$ cat src/rtl/ahb_master_arbiter.sv
// Two-master AHB arbiter: M0 = CPU, M1 = DMA.
// Registered one-hot grants, address/data-phase owner tracking, ownership
// changes only at transfer boundaries (arbitration points). Policy layers:
// HLOCK, DMA starvation guard, per-tenure beat limit, reflex boost for M1,
// and fixed CPU priority as the fallback.
module ahb_master_arbiter #(
  parameter int unsigned MAX_HOLD     = 16,
  parameter int unsigned STARVE_LIMIT = 8
) (
  input  logic       clk,
  input  logic       rst,
  input  logic [1:0] hbusreq,
  input  logic [1:0] hlock,
  input  logic [3:0] htrans_m,
  input  logic       hready,
  input  logic       reflex_boost,
  output logic [1:0] hgrant,
  output logic       hmaster,
  output logic       hmaster_data,
  output logic       hmastlock,
  output logic       handover,
  output logic       starve_evt
);

  localparam logic [1:0] HTRANS_IDLE   = 2'b00;
  localparam logic [1:0] HTRANS_NONSEQ = 2'b10;
  localparam logic [7:0] LP_MAX_HOLD   = 8'(MAX_HOLD);
  localparam logic [7:0] LP_STARVE     = 8'(STARVE_LIMIT);
  localparam logic [7:0] LP_CNT_MAX    = '1;

  typedef enum logic [1:0] {
    OWN0   = 2'd0,
    OWN1   = 2'd1,
    LOCKED = 2'd2
  } state_t;

  state_t     r_state;
  state_t     w_state_nxt;
  logic [1:0] r_hgrant;
  logic       r_hmaster;
  logic       r_hmaster_data;
  logic       r_handover;
  logic [7:0] r_beat_cnt;
  logic [7:0] r_starve_cnt;

  logic [1:0] w_own_trans;
  logic       w_own_req;
  logic       w_oth_req;
  logic       w_own_lock;
  logic       w_ap;
  logic       w_lock_ap;
  logic       w_winner;
  logic       w_starve_force;
  logic       w_hmaster_nxt;
  logic       w_handover;
  logic       w_starve_evt;
  logic [7:0] w_beat_nxt;
  logic [7:0] w_starve_nxt;

  // Current owner's view of the bus.
  assign w_own_trans = r_hmaster ? htrans_m[3:2] : htrans_m[1:0];
  assign w_own_req   = r_hmaster ? hbusreq[1]    : hbusreq[0];
  assign w_oth_req   = r_hmaster ? hbusreq[0]    : hbusreq[1];
  assign w_own_lock  = r_hmaster ? hlock[1]      : hlock[0];

  // Boundary: accepted cycle where the owner is idle or starting a new transfer.
  assign w_ap      = hready && ((w_own_trans == HTRANS_IDLE) ||
                                (w_own_trans == HTRANS_NONSEQ));
  assign w_lock_ap = w_ap && w_own_lock && w_own_req;

  // Winner selection for a non-locked arbitration point, first match wins.
  always_comb begin
    w_winner       = r_hmaster;
    w_starve_force = 1'b0;
    if (hbusreq[0] ^ hbusreq[1]) begin
      w_winner = hbusreq[1];
    end else if (!hbusreq[0]) begin
      w_winner = r_hmaster;
    end else if (r_starve_cnt >= LP_STARVE) begin
      w_winner       = 1'b1;
      w_starve_force = 1'b1;
    end else if (r_beat_cnt >= LP_MAX_HOLD) begin
      w_winner = ~r_hmaster;
    end else if (reflex_boost) begin
      w_winner = 1'b1;
    end else begin
      w_winner = 1'b0;
    end
  end

  // Next-state and next-owner decision; lock overrides all other rules.
  always_comb begin
    w_state_nxt   = r_state;
    w_hmaster_nxt = r_hmaster;
    w_starve_evt  = 1'b0;
    if (w_lock_ap) begin
      w_state_nxt = LOCKED;
    end else if (w_ap) begin
      w_hmaster_nxt = w_winner;
      w_state_nxt   = w_winner ? OWN1 : OWN0;
      w_starve_evt  = w_starve_force;
    end
  end

  assign w_handover = (w_hmaster_nxt != r_hmaster);

  // Counter next values; beats are not accumulated during a locked tenure.
  always_comb begin
    w_beat_nxt = r_beat_cnt;
    if (w_handover || !w_oth_req) begin
      w_beat_nxt = '0;
    end else if ((r_state != LOCKED) && !w_lock_ap && hready &&
                 w_own_trans[1] && (r_beat_cnt != LP_CNT_MAX)) begin
      w_beat_nxt = r_beat_cnt + 8'd1;
    end

    w_starve_nxt = r_starve_cnt;
    if (!hbusreq[1] || (w_handover && w_hmaster_nxt)) begin
      w_starve_nxt = '0;
    end else if (w_ap && !r_hmaster && !w_hmaster_nxt &&
                 (r_starve_cnt != LP_CNT_MAX)) begin
      w_starve_nxt = r_starve_cnt + 8'd1;
    end
  end

  // State register with registered grant, owner and handover pulse.
  always_ff @(posedge clk or posedge rst) begin
    if (rst) begin
      r_state    <= OWN0;
      r_hmaster  <= 1'b0;
      r_hgrant   <= 2'b01;
      r_handover <= 1'b0;
    end else begin
      r_state    <= w_state_nxt;
      r_hmaster  <= w_hmaster_nxt;
      r_hgrant   <= w_hmaster_nxt ? 2'b10 : 2'b01;
      r_handover <= w_handover;
    end
  end

  // Tenure beat counter and M1 starvation counter.
  always_ff @(posedge clk or posedge rst) begin
    if (rst) begin
      r_beat_cnt   <= '0;
      r_starve_cnt <= '0;
    end else begin
      r_beat_cnt   <= w_beat_nxt;
      r_starve_cnt <= w_starve_nxt;
    end
  end

  // Data-phase owner follows the address-phase owner on each accepted cycle.
  always_ff @(posedge clk or posedge rst) begin
    if (rst) begin
      r_hmaster_data <= 1'b0;
    end else if (hready) begin
      r_hmaster_data <= r_hmaster;
    end
  end

  assign hgrant       = r_hgrant;
  assign hmaster      = r_hmaster;
  assign hmaster_data = r_hmaster_data;
  assign handover     = r_handover;
  assign starve_evt   = w_starve_evt;
  assign hmastlock    = (r_state == LOCKED) && (w_own_trans != HTRANS_IDLE);

endmodule

$ cat config.mk
export PLATFORM = sky130hd
export DESIGN_NAME = ahb_master_arbiter
export DESIGN_NICKNAME = d
export VERILOG_FILES = /design/src/rtl/ahb_master_arbiter.sv
export SDC_FILE = /design/constraint.sdc
export NUM_CORES = 1
export LEC_CHECK = 0
export ABC_AREA = 1
export ABC_CLOCK_PERIOD_IN_PS = 2150
export CAP_MARGIN = 40
export CORE_MARGIN = 2
export CORE_UTILIZATION = 49
export CTS_CLUSTER_SIZE = 25
export DETAILED_ROUTE_END_ITERATION = 12
export PLACE_DENSITY = 0.75
export REMOVE_ABC_BUFFERS = 1
export SYNTH_ARGS = -nofsm -noshare
export SYNTH_HDL_FRONTEND = slang
export SYNTH_SLANG_ARGS = --single-unit
$ cat constraint.sdc
create_clock -name clk -period 2.15 [get_ports clk]
set_input_delay 0.3225 -clock clk [delete_from_list [all_inputs] [get_ports clk]]
set_output_delay 0.3225 -clock clk [all_outputs]
set_load 0.05 [all_outputs]
==> run metrics <==
pwr dens 948.3 mW/mm²; Slew @ Worst Pin 0.5094 ns; port buffer count 18; initial antenna violation count 0; VDD IR max 1.009 mV; clk slew on worst S/H paths 0.12 ns; Die W 58.12 µm; Worst slew margin 65.93%; design area 0.001851 mm²; Vias/cell 5.211; Synth cell types 28; Combinational Power Share 55.3%; Main synth FF type dfrtp_1; vias in the first global route 1290; cell taking the most area after synthesis dfrtp_1; nets@finish 243; RD Place Congestion 0.8702; area grow syn2layout 28.94%; Core ar. 0.002781 mm²; hold buffers post-CTS 0; # DRC 0; total number of vias 1334; largest net degree at the start of global routing 23; die height 58.12 µm; ANT nets after route 0; Yosys top cell area share 36.62%; H-tree Lvls 1; I/O Pins 19; CP endpoint kind flop; crit-path max FO 7; initial DRC count 93; met1 WL 1483 µm; power share of the sequential group 31.8%; crit path launch type flop; layout cell share with drive strength beyond 1 24.00%; Post-synth EDFFs 0; Slew Limit Fails 0; Fmax achieved 496.5 MHz; Root Buffer clkbuf_4; sequential share of the synthesized area 38.45%; most frequent cells after synthesis nand2_1 (43), nand3_1 (24), nor2_1 (22), dfrtp_1 (21), inv_1 (20); Int Power 951.7 µW; GR Overflow Total 0; dpl cells 251; syn avg cell area 7.757 µm²; total power 1.755 mW; Switch Pwr 803.2 µW; synth warn 0; first-pass GRT wire length 5575 µm; routed wire length 3205 µm; DP HPWL 2419 µm; period utilization 93.68%; Setup Viol. Count Final 0; clk_lat worst skew 0.30 ns; Cell Count, Final, Fillers Out 256; #FFs+latches synth 22; Crit Path Class flop to flop; clock skew 0.003495 ns; worst path arrival time 2.23 ns; RSZ-0062 raised after global routing no; crit path time final 2.014 ns; Num Clock Sinks 22; Max Cap Viol 0; CP required 2.36 ns; Hold Path Class input pin to async pin; DP Area 0.001789 mm²; Rows 19; diode count 0; CTS tree done; routed length per instance 12.52 µm; clk buf depth 2; clock network fraction of design power 12.9%; Max Used Layer met4; metal3 WL 151 µm; most frequent cell after synthesis nand2_1; Initial Util 51.60%; status finished clean; met2 WL 1549 µm; CTS Buf Count 3; Synth area leaders dfrtp_1 (37%), nand2_1 (11%), nand3_1 (8.4%); netlist area before placement 0.001435 mm²; die area 0.003378 mm²; Leakage 0.9111 nW; switch share 45.77%; gr usage total 20.79%; Post-Syn Instances 185; async set-reset flop share out of synthesis 100.0%; DRT Pass-1 Iters 4; Final Hold Viols 0
-- power by group through the flow --
stage                     Combinational (mW)  Clock, mW  Sequential (mW)
after floorplan                        0.441          0            0.711
after detailed placement               0.962          0            0.567
final                                  0.970      0.226            0.559
after CTS                              0.966      0.231            0.561
after global routing                    1.06      0.253            0.571
after global placement                 0.937          0            0.560
-- logic make-up (layout without fill, tap and decap cells) --
| family | count (synthesis) | after routing | share of synthesized area (%) |
|---|---|---|---|
| compound gates | 14 | 14 | 5.666 |
| xor+xnor | 9 | 9 | 5.493 |
| fa+ha+maj | 5 | 5 | 4.359 |
| buf+inv | 27 | 67 | 8.718 |
| flops | 22 | 22 | 38.45 |
| simple gates | 108 | 108 | 37.31 |
-- per-stage QoR --
stage | utilization, % | hold slack (ns) | setup slack [ns] | TNS, ns
floorplan | - | 0.3110 | -0.6418 | -9.337
global placement | 64.33 | 0.4613 | -0.1163 | -0.8065
detailed placement | 64.33 | 0.4766 | -0.2050 | -1.317
CTS | 65.68 | 0.3458 | 0.06497 | 0
global route | 66.53 | 0.3430 | 0.01065 | 0
finish | 66.53 | 0.3385 | 0.1359 | 0
-- per-layer routing --
metal / vias to the layer above / track usage (%)
met4: 0 / 5.316
met5: - / 0
met2: 39 / 36.04
li1: 669 / -
met1: 622 / 26.79
met3: 4 / 3.795
-- path summary, 6_finish.rpt --
path                            start         endpoint  slack [ns]  depth (start not counted)
setup / recovery            hgrant[1]    r_beat_cnt[3]        0.14                         11
hold / removal                    rst  r_starve_cnt[0]        0.34                          3
hold reg to reg            r_state[1]       r_state[1]        0.50                          2
setup reg to reg            hgrant[1]    r_beat_cnt[3]        0.14                         11
max in group asynchronous         rst        hgrant[0]        1.53                          3
min in group clk           r_state[1]       r_state[1]        0.50                          2
-- area by class of cell --
class                      count  area (µm²)
timing repair buffer          39       352.8
fill                         231       930.9
tap                           31       38.79
multi-input combinational    136       772.0
sequential                    22       555.5
clock buffer                   4       36.28
inverter                      24       95.09
-- registers in the layout, summed over array words and instances (netlist names) --
register      cells
handover          1
hgrant            2
hmaster_data      1
r_beat_cnt        8
r_starve_cnt      8
r_state           2
-- what timing repair did --
item / 4_1_cts / 5_1_grt
resized for setup: 1 / 5
pin swaps: 0 / 1
setup buffers: 0 / 1
setup endpoints to repair: 2 / 8
-- critical path, stage by stage (launching register included) --
cell     delay (ns)
dfrtp_2        0.49
inv_6          0.12
nand3_1        0.12
nand2_1        0.13
nor3_2         0.05
nand2_2        0.06
nand2_1        0.07
ha_1           0.27
inv_1          0.06
nor3_4         0.18
inv_2          0.10
o31ai_2        0.26
-- cells in the final DEF, fill, tap and decap left out, types with 2 or more instances in the layout --
| cell type | Yosys | final |
|---|---|---|
| xor2_1 | 6 | 6 |
| nand2_2 | 4 | 4 |
| clkdlybuf4s50_1 | 0 | 14 |
| buf_4 | 1 | 23 |
| nand4_1 | 3 | 3 |
| nand3_1 | 24 | 24 |
| nor3_1 | 2 | 2 |
| dfrtp_2 | 0 | 3 |
| nor2_1 | 22 | 22 |
| nand2_4 | 2 | 2 |
| nand2_1 | 43 | 43 |
| xnor2_1 | 3 | 3 |
| nor2_2 | 2 | 2 |
| clkbuf_4 | 0 | 3 |
| ha_1 | 5 | 5 |
| o31ai_2 | 0 | 2 |
| a21oi_1 | 5 | 4 |
| nand3_4 | 2 | 2 |
| o21ai_0 | 3 | 3 |
| inv_1 | 20 | 20 |
| o21ai_1 | 2 | 2 |
| dfrtp_1 | 21 | 18 |
| buf_12 | 0 | 2 |
| inv_2 | 3 | 3 |
(Power assumes the default switching activity.)
